==> src/rtl/ledshift_game_ctrl.sv <==
// Round sequencer and scorer for the 16-LED shift bar: runs timed rounds, judges the
// button against the shifter's readin window flag, and tracks score and lives.
module ledshift_game_ctrl #(
  parameter int STEPS      = 17,
  parameter int GAP_CYCLES = 4,
  parameter int LIVES      = 3,
  parameter int SCORE_W    = 8,
  localparam int LW        = $clog2(LIVES + 1)
) (
  input  logic               clk,
  input  logic               rst,
  input  logic               start,
  input  logic               btn,
  input  logic               readin_i,
  output logic               shift_en,
  output logic [SCORE_W-1:0] score,
  output logic [LW-1:0]      lives,
  output logic               hit_pulse,
  output logic               miss_pulse,
  output logic               busy,
  output logic               game_over
);

  localparam int SCW = (STEPS > 1) ? $clog2(STEPS) : 1;
  localparam int GCW = (GAP_CYCLES > 1) ? $clog2(GAP_CYCLES) : 1;
  localparam logic [SCW-1:0] LAST_STEP  = SCW'(STEPS - 1);
  localparam logic [GCW-1:0] LAST_GAP   = GCW'(GAP_CYCLES - 1);
  localparam logic [LW-1:0]  LIVES_INIT = LW'(LIVES);

  typedef enum logic [2:0] {
    S_IDLE,
    S_RUN,
    S_RESULT,
    S_GAP,
    S_OVER
  } state_t;

  state_t             r_state;
  logic               r_start_q;
  logic               r_btn_q;
  logic [SCW-1:0]     r_step_cnt;
  logic [GCW-1:0]     r_gap_cnt;
  logic               r_shift_en;
  logic [SCORE_W-1:0] r_score;
  logic [LW-1:0]      r_lives;
  logic               r_hit;
  logic               r_miss;
  logic               r_busy;
  logic               r_game_over;

  logic w_start_edge;
  logic w_press;
  logic w_score_max;
  logic w_judge;

  // btn_q tracks btn in every state, so a button held into RUN never reads as a press.
  assign w_start_edge = start & ~r_start_q;
  assign w_press      = btn & ~r_btn_q;
  assign w_score_max  = &r_score;
  assign w_judge      = w_press | (r_step_cnt == LAST_STEP);

  always_ff @(posedge clk or posedge rst) begin
    if (rst) begin
      r_state     <= S_IDLE;
      r_start_q   <= 1'b0;
      r_btn_q     <= 1'b0;
      r_step_cnt  <= '0;
      r_gap_cnt   <= '0;
      r_shift_en  <= 1'b0;
      r_score     <= '0;
      r_lives     <= LIVES_INIT;
      r_hit       <= 1'b0;
      r_miss      <= 1'b0;
      r_busy      <= 1'b0;
      r_game_over <= 1'b0;
    end else begin
      r_start_q <= start;
      r_btn_q   <= btn;
      r_hit     <= 1'b0;
      r_miss    <= 1'b0;
      case (r_state)
        S_IDLE, S_OVER: begin
          if (w_start_edge) begin
            r_score     <= '0;
            r_lives     <= LIVES_INIT;
            r_step_cnt  <= '0;
            r_shift_en  <= 1'b1;
            r_busy      <= 1'b1;
            r_game_over <= 1'b0;
            r_state     <= S_RUN;
          end
        end
        S_RUN: begin
          if (w_judge) begin
            r_shift_en <= 1'b0;
            r_state    <= S_RESULT;
            // A press on the last step is still judged by readin_i, not as a timeout.
            if (w_press && !readin_i) begin
              r_hit <= 1'b1;
              if (!w_score_max) begin
                r_score <= r_score + 1'b1;
              end
            end else begin
              r_miss <= 1'b1;
              if (r_lives != '0) begin
                r_lives <= r_lives - 1'b1;
              end
            end
          end else begin
            r_step_cnt <= r_step_cnt + 1'b1;
          end
        end
        S_RESULT: begin
          if (r_lives == '0) begin
            r_busy      <= 1'b0;
            r_game_over <= 1'b1;
            r_state     <= S_OVER;
          end else begin
            r_gap_cnt <= '0;
            r_state   <= S_GAP;
          end
        end
        S_GAP: begin
          if (r_gap_cnt == LAST_GAP) begin
            r_step_cnt <= '0;
            r_shift_en <= 1'b1;
            r_state    <= S_RUN;
          end else begin
            r_gap_cnt <= r_gap_cnt + 1'b1;
          end
        end
        default: begin
          r_shift_en  <= 1'b0;
          r_busy      <= 1'b0;
          r_game_over <= 1'b0;
          r_state     <= S_IDLE;
        end
      endcase
    end
  end

  assign shift_en   = r_shift_en;
  assign score      = r_score;
  assign lives      = r_lives;
  assign hit_pulse  = r_hit;
  assign miss_pulse = r_miss;
  assign busy       = r_busy;
  assign game_over  = r_game_over;

endmodule

==> config.mk <==
export PLATFORM = sky130hd
export DESIGN_NAME = ledshift_game_ctrl
export DESIGN_NICKNAME = d
export VERILOG_FILES = /design/src/rtl/ledshift_game_ctrl.sv
export SDC_FILE = /design/constraint.sdc
export NUM_CORES = 1
export LEC_CHECK = 0
export ABC_AREA = 1
export CORE_ASPECT_RATIO = 0.5
export CORE_UTILIZATION = 49
export CTS_CLUSTER_DIAMETER = 200
export DETAILED_ROUTE_END_ITERATION = 6
export GPL_TIMING_DRIVEN = 0
export PLACE_DENSITY = 0.75
export SKIP_LAST_GASP = 1
export SLEW_MARGIN = 10
export SYNTH_ARGS = -nofsm -noshare
export SYNTH_HDL_FRONTEND = slang
export SYNTH_SLANG_ARGS = --single-unit
==> constraint.sdc <==
create_clock -name clk -period 1.4 [get_ports clk]
set_input_delay 0.28 -clock clk [delete_from_list [all_inputs] [get_ports clk]]
set_output_delay 0.28 -clock clk [all_outputs]
set_load 0.02 [all_outputs]
==> results of run 1 <==
registers in the layout, summed over array words and instances, names as in the netlist, 2 cells and up:
register and flops:
r_step_cnt 5, lives 2, score 8, r_state 3, r_gap_cnt 2
worst min-delay path by stage:
stage              from    endpoint  slack (ns)  depth (start not counted)
5_1_grt             rst  r_state[1]        0.46                          2
3_5_place_dp   lives[1]    lives[1]        0.47                          2
3_3_place_gp   shift_en    shift_en        0.47                          2
2_1_floorplan       btn     r_btn_q        0.31                          0
6_report            rst    score[2]        0.40                          2
4_1_cts             btn     r_btn_q        0.47                          1
routing by layer:
layer	part of all wire, %	up-vias	wire (um)
li1	-	715	-
met1	47	692	1650
met2	49	27	1720
met3	4.0	4	143
met4	0.85	0	30
met5	0	-	0
placed cells by master (no fill, tap or decap), types with 2 or more instances in the layout:
cell | netlist | routed
dfstp_2 | 2 | 2
clkbuf_8 | 0 | 3
o21ai_0 | 5 | 5
dlygate4sd2_1 | 0 | 13
xnor2_1 | 2 | 2
nand3_1 | 20 | 11
nor2_2 | 4 | 3
nor2_1 | 21 | 17
buf_6 | 1 | 2
nor2_4 | 2 | 7
inv_2 | 2 | 6
nand2_2 | 1 | 6
buf_4 | 1 | 13
clkdlybuf4s50_1 | 0 | 4
o21ai_1 | 8 | 8
dfrtp_1 | 25 | 23
nand2_1 | 63 | 54
nand3_4 | 0 | 3
ha_1 | 5 | 3
inv_1 | 24 | 19
nand3_2 | 3 | 9
nand4_1 | 3 | 3
xor2_1 | 3 | 3
dfrtp_2 | 0 | 2
nand2_4 | 4 | 7
area by class of cell:
cell class,count,share of cell area [%]
plain buffers,2,1.05
clock buffers,4,2.10
inverters,26,4.73
multi-input cells,149,44.6
flip-flops and latches,27,31.8
well taps,40,2.34
repair buffers,33,13.4
metrics by stage:
stage | worst slack [ns] | hold slack (ns) | util (%) | total power, mW
after floorplan | 0.0167 | 0.311 | - | 2.71
after global placement | -0.345 | 0.468 | 60.2 | 3.20
after detailed placement | -0.364 | 0.469 | 60.2 | 3.27
after CTS | -0.0502 | 0.466 | 64.5 | 3.83
after global routing | -0.137 | 0.464 | 70.7 | 4.56
final | -0.0542 | 0.405 | 70.7 | 4.27
what timing repair did:
| action | in CTS | in global routing |
|---|---|---|
| pin swaps | 6 | 14 |
| hold endpoints to repair | 0 | 0 |
| setup endpoints to repair | 28 | 51 |
| buffers inserted | 7 | 7 |
| resized for setup | 31 | 32 |
logic make-up (layout without fill, tap and decap cells):
logic type      after synthesis  in the layout  share of synthesized area, %
flops                        27             27                          42.9
fa+ha+maj                     5              5                          3.96
compound gates               15             15                          5.07
buf+inv                      28             65                          7.36
simple gates                124            124                          37.9
xor+xnor                      5              5                          2.77
cells in the mapped netlist, types with 2 or more instances:
cell | number | share of area, %
nand2_1 | 63 | 15
dfrtp_1 | 25 | 40
inv_1 | 24 | 5.7
nor2_1 | 21 | 5.0
nand3_1 | 20 | 6.3
o21ai_1 | 8 | 2.5
ha_1 | 5 | 4.0
o21ai_0 | 5 | 1.6
nand2_4 | 4 | 2.9
nor2_2 | 4 | 1.6
nand3_2 | 3 | 1.9
nand4_1 | 3 | 1.2
xor2_1 | 3 | 1.7
dfstp_2 | 2 | 3.3
inv_2 | 2 | 0.48
nor2_4 | 2 | 1.4
xnor2_1 | 2 | 1.1
report_power, final:
part	internal (mW)	switching, mW	leakage [nW]
combinational	1.00	1.63	0.708
clock	0.205	0.255	0.0228
sequential	1.01	0.165	0.350
==> impl_metrics.toml, run 1 <==
[global_route]
first_pass_grt_wire_length_um = 5730
grt_pass1_vias = 1297
global_route.peak_usage_layer = "met2"
use_met3_pct = 5.43
grt_antenna_before_repair = 0
maximum_number_of_pins_on_one_net_before_global_route_repair = 28
overflow = 0
met2_usage_pct = 36.4
groute.layer.met1.usage_pct = 28.7
grt_usage_pct = 21.9

[setup_path]
cp-start-kind = "flip-flop"
cells_along_the_critical_path = "inv_2 > ha_4 > nand2_2 > inv_2 > nand2_4 > nand2_4 > nand2_4 > nand2_4 > nand3_4 > nand2_1 > nand2_1"
crit_family = "simple AND/OR/NAND/NOR gates"
critical_path_stages = 11
timing.reg2reg.worst_path_depth = 11
critical-path-top-cell-by-count = "nand2_4"
worst_path_buf_inv = 2
crit_path_top_delay_cell = "dfrtp_1"
worst_setup_path_startpoint = "r_step_cnt[0]"
critPathMaxStageDelay_ns = 0.42
worstSetupEndpoint = "score[5]"
critPathCaptureType = "flip-flop"
start_of_the_worst_register_to_register_path = "r_step_cnt[0]"
timing.rr.end = "score[5]"
critPathRequiredTime_ns = 1.58
timing.setup.critical_path_class = "reg2reg"
ff2ff_setup_slack_ns = -0.05
critical_path.max_fanout = 8
data_arrival_at_the_endpoint_of_the_critical_path_ns = 1.63

[placed_design]
place.detailed.hpwl_um = 2300
numPlacedInstances = 263
final_replace_weighted_congestion = 0.821
dpl-instance-area_um2 = 1820
port-buffer-count = 19

[clock_network]
cts.reportedPaths.clkPinSlew_ns = 0.09
clock_sinks = 27
ctsRootBufferMaster = "clkbuf_8"
cts-buffers-inserted = 3
cts_max_path_buffers = 2
cts_tree = "done"
cts.htree.levels = 1
insertion_delay_ns = 0.28
post_cts_hold_buffer_count = 0

[sta]
relSlewSlack_pct = 60.2
final-hold-violation-count = 0
tightest_slew_ns = 0.596
achievable-frequency_ghz = 0.688
rsz0062_at_grt = "true"
finalClockSkew_ns = 0.00585
timing.final.crit_period_ns = 1.45
fin_tns_setup_ns = -0.380
final-max-slew-violation-count = 0
setup_ws_ns = -0.0542
final.period_utilization_pct = 104
setup_violations = 12

[logic_synthesis]
synth_sequential_area_ratio_pct = 42.9
syn-num-nets = 214
yosys.cell_types.count = 25
synth_edf_count = 0
synthesis.area_per_instance_um2 = 7.75
netlist_area_um2 = 1580
synthArstFlopShare_pct = 100
dominantRegCellSynth = "dfrtp_1"
ys_ff_latch = 27
postSynthCellCount = 204
yosys_warnings = 0

[detailed_routing]
drt_first_pass_iters = 4
dr.first_iter.drc_count = 42
remaining_drc_errors = 0
via_per_inst = 5.12
routed-via-count = 1438
routed_wl_um = 3540
route.antenna.remaining_nets = 0
wl_per_cell_um = 12.6

[power_and_ir_drop]
worst_vdd_rail_ir_drop_v = 0.00103
leakagePower_nw = 1.08
power_per_cell_area_nw_per_um2 = 1990

[floorplan]
die_h_um = 42.2
die-area_um2 = 3470
floorplan.die.width_um = 82.3
core_area_um2 = 3030
floorplan.initialDensity_pct = 52.1
io_pins = 20
num_rows = 14

[run_status]
violated_checks = "setup timing"
outcome = "complete, but fails checks"

[finish]
area.sequential_um2 = 681
final_cells = 281
multi_input_area_um2 = 955
syn_to_final_growth_pct = 35.5
layout-drive-gt1-share_pct = 30.7
final_net_count = 252
diodes = 0
fill_cells = 243
stdcell_area_um2 = 2140

[flow_run]
max_cap_violations = 0

[min_path]
hp-class = "in2async"
No activity file was read; power rests on OpenSTA's default activity.
==> inputs of run 2 (changes only) <==
- CORE_MARGIN: unset -> 1
==> results of run 2 <==
The final DEF is identical to that of run 1; final timing and power are the same.
